$ cat config.mk
export PLATFORM = sky130hd
export DESIGN_NAME = alu_driver
export DESIGN_NICKNAME = d
export VERILOG_FILES = /design/src/rtl/alu_driver.sv
export SDC_FILE = /design/constraint.sdc
export NUM_CORES = 1
export LEC_CHECK = 0
export CAP_MARGIN = 20
export CORE_MARGIN = 4
export CORE_UTILIZATION = 52
export CTS_BUF_LIST = sky130_fd_sc_hd__clkbuf_4
export DETAILED_ROUTE_END_ITERATION = 7
export GPL_TIMING_DRIVEN = 0
export MAX_ROUTING_LAYER = met4
export PLACE_DENSITY = 0.89
export RECOVER_POWER = 100
export SLEW_MARGIN = 20
export SYNTH_ARGS = -nofsm -noshare
export SYNTH_HDL_FRONTEND = slang
export SYNTH_SLANG_ARGS = --single-unit
export TNS_END_PERCENT = 10
$ cat constraint.sdc
create_clock -name clk -period 2.72 [get_ports clk]
set_input_delay 0.408 -clock clk [delete_from_list [all_inputs] [get_ports clk]]
set_output_delay 0.408 -clock clk [all_outputs]
set_load 0.005 [all_outputs]
$ cat src/rtl/alu_driver.sv
// Initiator for the 8-bit ALU: takes commands on a valid/ready port, drives registered
// operands to the ALU, samples its result after ALU_LAT cycles and queues it in a FWFT FIFO.
module alu_driver #(
    parameter int WIDTH      = 8,
    parameter int FIFO_DEPTH = 4,
    parameter int ALU_LAT    = 1
) (
    input  logic             clk,
    input  logic             rst_n,
    input  logic             cmd_valid,
    output logic             cmd_ready,
    input  logic [WIDTH-1:0] cmd_a,
    input  logic [WIDTH-1:0] cmd_b,
    input  logic [2:0]       cmd_op,
    output logic [WIDTH-1:0] alu_a,
    output logic [WIDTH-1:0] alu_b,
    output logic [2:0]       alu_opcode,
    input  logic [WIDTH-1:0] alu_out,
    output logic             rsp_valid,
    input  logic             rsp_ready,
    output logic [WIDTH-1:0] rsp_data,
    output logic             rsp_err,
    output logic             busy,
    output logic [7:0]       cmd_count
);

    localparam int PW = (FIFO_DEPTH > 1) ? $clog2(FIFO_DEPTH) : 1;
    localparam int CW = PW + 1;
    localparam int LW = (ALU_LAT > 1) ? $clog2(ALU_LAT) : 1;

    typedef enum logic {IDLE, DRIVE} state_t;

    state_t           state_q, state_d;
    logic [LW-1:0]    wait_q;
    logic             err_q;
    logic [WIDTH-1:0] alu_a_q, alu_b_q;
    logic [2:0]       alu_op_q;
    logic [7:0]       cmd_count_q;
    logic             ready_q, ready_d;
    logic [WIDTH:0]   mem_q [FIFO_DEPTH];
    logic [PW-1:0]    wr_q, rd_q;
    logic [CW-1:0]    cnt_q, cnt_d;

    logic accept, push, pop, legal;

    assign accept = cmd_valid && ready_q;
    assign push   = (state_q == DRIVE) && (wait_q == '0);
    assign pop    = rsp_ready && (cnt_q != '0);
    assign legal  = (cmd_op <= 3'd4);

    // Ready is registered from next-state so it reads 0 while reset is asserted.
    always_comb begin
        state_d = state_q;
        if (accept)
            state_d = DRIVE;
        else if (push)
            state_d = IDLE;
        cnt_d   = cnt_q + CW'(push) - CW'(pop);
        ready_d = (state_d == IDLE) && (cnt_d < CW'(FIFO_DEPTH));
    end

    always_ff @(posedge clk or negedge rst_n) begin
        if (!rst_n) begin
            state_q     <= IDLE;
            wait_q      <= '0;
            err_q       <= 1'b0;
            alu_a_q     <= '0;
            alu_b_q     <= '0;
            alu_op_q    <= '0;
            cmd_count_q <= '0;
            ready_q     <= 1'b0;
            wr_q        <= '0;
            rd_q        <= '0;
            cnt_q       <= '0;
            for (int i = 0; i < FIFO_DEPTH; i++)
                mem_q[i] <= '0;
        end else begin
            state_q <= state_d;
            ready_q <= ready_d;
            cnt_q   <= cnt_d;
            unique case (state_q)
                IDLE: begin
                    if (accept) begin
                        wait_q      <= LW'(ALU_LAT - 1);
                        err_q       <= !legal;
                        cmd_count_q <= cmd_count_q + 8'd1;
                        if (legal) begin
                            alu_a_q  <= cmd_a;
                            alu_b_q  <= cmd_b;
                            alu_op_q <= cmd_op;
                        end
                    end
                end
                DRIVE: begin
                    if (push) begin
                        mem_q[wr_q] <= err_q ? {1'b1, {WIDTH{1'b0}}} : {1'b0, alu_out};
                        wr_q        <= wr_q + PW'(1);
                    end else begin
                        wait_q <= wait_q - LW'(1);
                    end
                end
                default: ;
            endcase
            if (pop)
                rd_q <= rd_q + PW'(1);
        end
    end

    assign cmd_ready  = ready_q;
    assign alu_a      = alu_a_q;
    assign alu_b      = alu_b_q;
    assign alu_opcode = alu_op_q;
    assign rsp_valid  = (cnt_q != '0);
    assign rsp_data   = mem_q[rd_q][WIDTH-1:0];
    assign rsp_err    = mem_q[rd_q][WIDTH];
    assign busy       = (state_q != IDLE);
    assign cmd_count  = cmd_count_q;

endmodule

After elaboration in Yosys (flattened, before gate mapping)
Cells that the tools add are included.
Widths: inputs -> output; s select.
Word-level totals
  bits in registers: 74
  word-level logic and storage cells: 56
Cells by class
  $add $sub $neg: 6
  order comparisons: 5
  equality and inequality tests: 2
  multiplexer cells: 12
  bitwise logic cells: 5
  reductions and logical operators: 11
Operators with widths (count)
  $bwmux 36: 1
  $mux 9: 4
  $bmux 9 s2: 1
  $demux 9 s2: 1
  $add 8x1->8 const B: 1
  $ge 3x3->1 const B: 2
  $not 2->3: 2
  $reduce_and 2->1: 3
  $logic_and 1x1->1: 5
  $add 2x1->2 const B: 2
  $mux 1: 4
  $ne 2x2->1 const B: 2
  $add 3x1->3: 1
  $le 3x3->1 const B: 1
  $lt 3x1->1 const B: 1
  $lt 3x3->1 const B: 1
  $not 1->1: 3
  $reduce_and 3->1: 1
  $reduce_bool 3->1: 1
  $sub 3x1->3: 1
  $pmux 1 s2: 1
  $logic_not 1->1: 1
  $sub 1x1->1 const B: 1

Depth between registers and ports, before layout
Gate-level depths: netlist of run 1.
  depth after elaboration: 6
  depth in mapped cells: 9

Worst setup path before layout of run 1
No wires, ideal clock.
  kind: register -> register
  start point: reg cnt_q[1]
  end point: reg ready_q (netlist: cmd_ready)
  data arrival time: 1.911 ns
  data required time: 2.597 ns
  slack: 0.687 ns
  stages on the path, launching flop included: 9
  period minus slack after synthesis: 2.033 ns
  cell sequence: dfrtp_1 -> o31a_1 -> ha_1 -> inv_1 -> ha_1 -> fa_1 -> xnor2_1 -> xnor2_1 -> nor2_1
Between the ends
  cells in the longest elaborated chain, start to end: 5
  elaborated cells on any way between the ends: 6
Ends and longest elaborated chain
  start: declaration: line 42  | logic [CW-1:0] cnt_q, cnt_d;
  start signal: assignment: line 80  | cnt_q <= cnt_d;
  $reduce_bool 3->1: line 48  | assign pop = rsp_ready && (cnt_q != '0);
  $logic_and 1x1->1: line 48
  named net pop: line 44  | logic accept, push, pop, legal;
  $sub 3x1->3: line 58  | cnt_d = cnt_q + CW'(push) - CW'(pop);
  named net cnt_d[2]: line 42
  $lt 3x3->1: line 59  | ready_d = (state_d == IDLE) && (cnt_d < CW'(FIFO_DEPTH));
  $logic_and 1x1->1: line 59
  named net ready_d: line 39  | logic ready_q, ready_d;
  end signal: assignment: line 79  | ready_q <= ready_d;
  end: declaration: line 39
The timed path passes the listed nets, and every way through them passes these cells.
A chain may end at the register's enable or synchronous reset.

Worst setup path after layout of run 1
  start point: reg rd_q[1]
  end point: out rsp_data[4]
Between the ends
  cells in the longest elaborated chain, start to end: 4
Ends and longest elaborated chain
  start: declaration: line 41  | logic [PW-1:0] wr_q, rd_q;
  start signal: assignment: line 105  | rd_q <= rd_q + PW'(1);
  $not 2->3 (implied by the code): line 114  | assign rsp_data = mem_q[rd_q][WIDTH-1:0];
  $bmux 9 s2: line 114
  $mux 9 (2 in a row)
  end: declaration: line 21  | output logic [WIDTH-1:0] rsp_data,
No other way between the ends. The select of a mux whose other input is x is not followed.

==> results of run 1 <==
==> report_power, final <==
group	switching (W)	total [W]	leakage [nW]	internal [W]
registers	0.000302	0.00189	0.925	0.00158
logic	0.000737	0.00179	0.804	0.00105
clock network	0.000388	0.000952	0.108	0.000564
==> state kept, by name (all words and copies together), names as in the netlist <==
signal	flops
mem_q	36
cmd_count	8
alu_b	8
wr_q	2
alu_opcode	3
cmd_ready	1
rd_q	2
busy	1
err_q	1
wait_q	1
cnt_q	3
alu_a	8
==> per-stage QoR <==
| step | hold WS (ns) | setup WS [ns] | setup TNS (ns) | utilization (%) |
|---|---|---|---|---|
| 6_report | 0.4786 | 0.1741 | 0 | 69.46 |
| 5_1_grt | 0.4956 | 0.04813 | 0 | 69.46 |
| 4_1_cts | 0.4158 | 0.08971 | 0 | 70.98 |
| 3_5_place_dp | 0.3382 | 0.3393 | 0 | 67.37 |
| 3_3_place_gp | 0.4568 | -1.207 | -88.97 | 66.95 |
| 2_1_floorplan | 0.1124 | 0.6866 | 0 | - |
==> layout make-up <==
type | count | area, sq um | area share, %
timing repair buffer | 71 | 701.9 | 17.07
tap | 75 | 93.84 | 2.282
multi-input combinational | 155 | 1197 | 29.11
buffer | 10 | 41.29 | 1.004
clock buffer | 10 | 75.07 | 1.825
inverter | 6 | 22.52 | 0.5476
sequential | 74 | 1852 | 45.03
clock inverter | 6 | 128.9 | 3.134
==> cell usage after synthesis (all sizes together) <==
library cell / instances
o21ai: 33
nand3: 1
and3: 1
inv: 6
xnor2: 8
a22o: 1
nand4: 3
a211oi: 1
or3: 1
buf: 4
o22a: 1
nand3b: 5
nand2b: 8
nand2: 40
xor2: 4
clkbuf: 6
fa: 1
nor2: 2
and3b: 1
ha: 7
o21a: 1
mux4: 9
mux2: 23
o31a: 1
nor3: 3
dfrtp: 74
==> layer usage <==
metal / share of wire (%) / vias up
li1: - / 1009
met1: 43 / 1108
met2: 51 / 64
met3: 4.4 / 7
met4: 1.5 / 0
met5: 0 / -
==> cell families after synthesis <==
family | after synthesis | synth area share (%)
flip-flops | 74 | 58.24
AND/OR/NAND/NOR | 65 | 10.11
AO/OA/AOI/OAI | 38 | 6.612
multiplexers | 32 | 15.58
buffers and inverters | 16 | 2.754
XOR/XNOR | 12 | 3.306
adder cells (fa/ha/maj) | 8 | 3.384
==> critical path: stages, from the launching register on <==
cell and delay (ns):
sky130_fd_sc_hd__dfrtp_1 0.34, sky130_fd_sc_hd__clkbuf_1 0.49, sky130_fd_sc_hd__mux4_2 0.43, sky130_fd_sc_hd__clkdlybuf4s50_1 0.46
==> worst max path at each step <==
stage,start,depth (start not counted),to
after global placement,rst_n,1,alu_b[6]
final,rd_q[1],3,rsp_data[4]
after CTS,rd_q[0],3,rsp_data[7]
after floorplan,cnt_q[1],8,cmd_ready
after detailed placement,rsp_ready,9,cmd_ready
after global routing,rd_q[1],3,rsp_data[4]
==> what timing repair did <==
action,4_1_cts,5_1_grt
hold buffers,1,0
gates resized for setup,0,1
hold endpoints to repair,24,0
setup endpoints to repair,0,1
==> results summary, run 1 <==
The first detailed-routing pass took 5 iterations. The violation count after the first detailed-route iteration is 151. Global routing consumed, on the met3 layer, 3.802% of the routing resources. In this run the horizontal extent of the chip is 86.19 um.

The power per unit of standard cell area is 1124 nW/um^2. The number of port buffers came out at 69. The CTS sink count is 74. The number of buffers created by CTS is 9. The leakage dissipation is 1.837 nW.

The total setup buffers inserted after CTS is 0. The flow ran to the end, and the final reports show no timing, DRC or antenna violations. The top cell type's share of synthesized area is 58.24%.

The worst setup path is captured at an output pin. The cell depth of the worst min-delay path is 1. The clock slew seen by the registers of the worst setup and hold paths is 0.12 ns. Yosys attributes the largest share of cell area to sky130_fd_sc_hd__dfrtp_1 (58%), sky130_fd_sc_hd__mux4_2 (6.4%), sky130_fd_sc_hd__o21ai_0 (5.0%). The fill cell total of the finished layout is 422. The die outline height is 86.19 um. The half-perimeter wire length of the detailed placement result came out at between 4 and 5 mm. In this run the most used layer during global routing was met2. The proportion of layout cells with a drive suffix above 1 came out at 12.95%. Setup repair after global routing left no endpoint under its margin. For this run, design rule violations remaining after detail routing come to 0. Using the TritonRoute via totals, the vias-per-cell ratio works out to 5.376.

The part of the cycle the worst path needs is between 90% and 100%. The capture point of the worst reg-to-reg path is alu_a[1]. The overall power came out at 0.004624 W. The initial utilization of the core area, before any placement, comes to 53.70%. The count of cells in the finished layout, fillers not included, comes to 407.

In this run the count of I/O pins placed on the die edge is 70. The relative max-transition margin is 10.77%. The die outline area is roughly 7400 sq um. The start point of the worst min-delay path is cmd_count[7]. The synthesized netlist net count is 284. Compared with the post-synthesis result, the final layout area differs by 29.36%. The total number of placement rows came out at 28. At the end of routability-driven placement, the weighted congestion stood at 0.7541. The total count of hold-check failures in the final report is 0. The setup path with the least slack is of type flop to output pin. The pin count of the biggest net entering global routing is between 50 and 60. The worst setup slack for register-to-register paths came out at 0.35 ns.

The data arrival time of the worst path is 2.14 ns. The average wire per standard cell came out at 16.99 um. Clock latency on the worst-skew pair, taken at its later pin, is 0.41 ns. The number of distinct library cells after synthesis came out at 31. For the worst flop-to-flop path, the logic depth is 6. The Yosys warning count is 0.

The final worst clock skew came out at about 0.013 ns. TritonCTS built the clock tree. The number of flip-flops and latches in the synthesized netlist came out at 74. The global routing usage on met1 is 26.56%. No sink is reached through more buffers than the 2 on the longest clock path. For this run, the post-layout net count is ~370. Dividing the synthesized area by the synthesized cell count gives about 13 sq um. The final non-filler cell area came out at 4113 sq um. In this run, placement finished with an instance count of 390. The global-route met2 utilization came out at 34.69%. The final wirelength is 6.915 mm.

The biggest area contributor in the post-synthesis netlist is sky130_fd_sc_hd__dfrtp_1. The highest attainable clock frequency is 0.3928 GHz. The worst min-delay path class is flop to flop.

The remaining number of nets flagged by the antenna check after routing is 0. The total global-route track usage came out at 21.14%. The worst vdd rail ir drop is ~750 uV. The post-synth design cell area came out at 3179 sq um. The number of antenna violations at the first check in global routing came out at 0. The library cell used most frequently in the layout, excluding fill and tap cells, is sky130_fd_sc_hd__dfrtp_1.

The sequential area share after synthesis is 58.24%. The number of global-route vias before repair is 2,446. In this run the cell area measured after placement is 3989 sq um.

The global-route wire length before repair came out at 11.68 mm. The source of the worst register-to-register timing path is busy. In the layout the commonest cells are sky130_fd_sc_hd__dfrtp_1 (74), sky130_fd_sc_hd__nand2_1 (40), sky130_fd_sc_hd__clkdlybuf4s50_1 (38). The area of the core is approximately 5900 sq um. Setup violations remaining at the end of the flow were counted as 0. The H-tree was split into 3 levels.

The worst-case hold path end point is cmd_count[7]. The total overflow left after global routing is 0. The worst setup path is launched from a flop. The data required time of the critical path is 2.31 ns. The root buffer cell is sky130_fd_sc_hd__clkbuf_4. The antenna cell count came out at 0. The max-capacitance violation count is 0. The minimum clock period came out at 2.546 ns. The actual slew at the worst max-slew pin came out at 1.338 ns. The synthesized instance count is approximately 250. The total via count after detailed routing came out at 2,188.

Of all nets on the critical path, the largest fanout is 10. The final number of max-transition violations is 0.
Power figures use the tool's default switching activity.
==> run 2: changes to the inputs <==
Settings changed: CAP_MARGIN 20 to 30.
==> results of run 2 <==
Same layout as run 1: the final DEF is identical, and so are final timing and power.
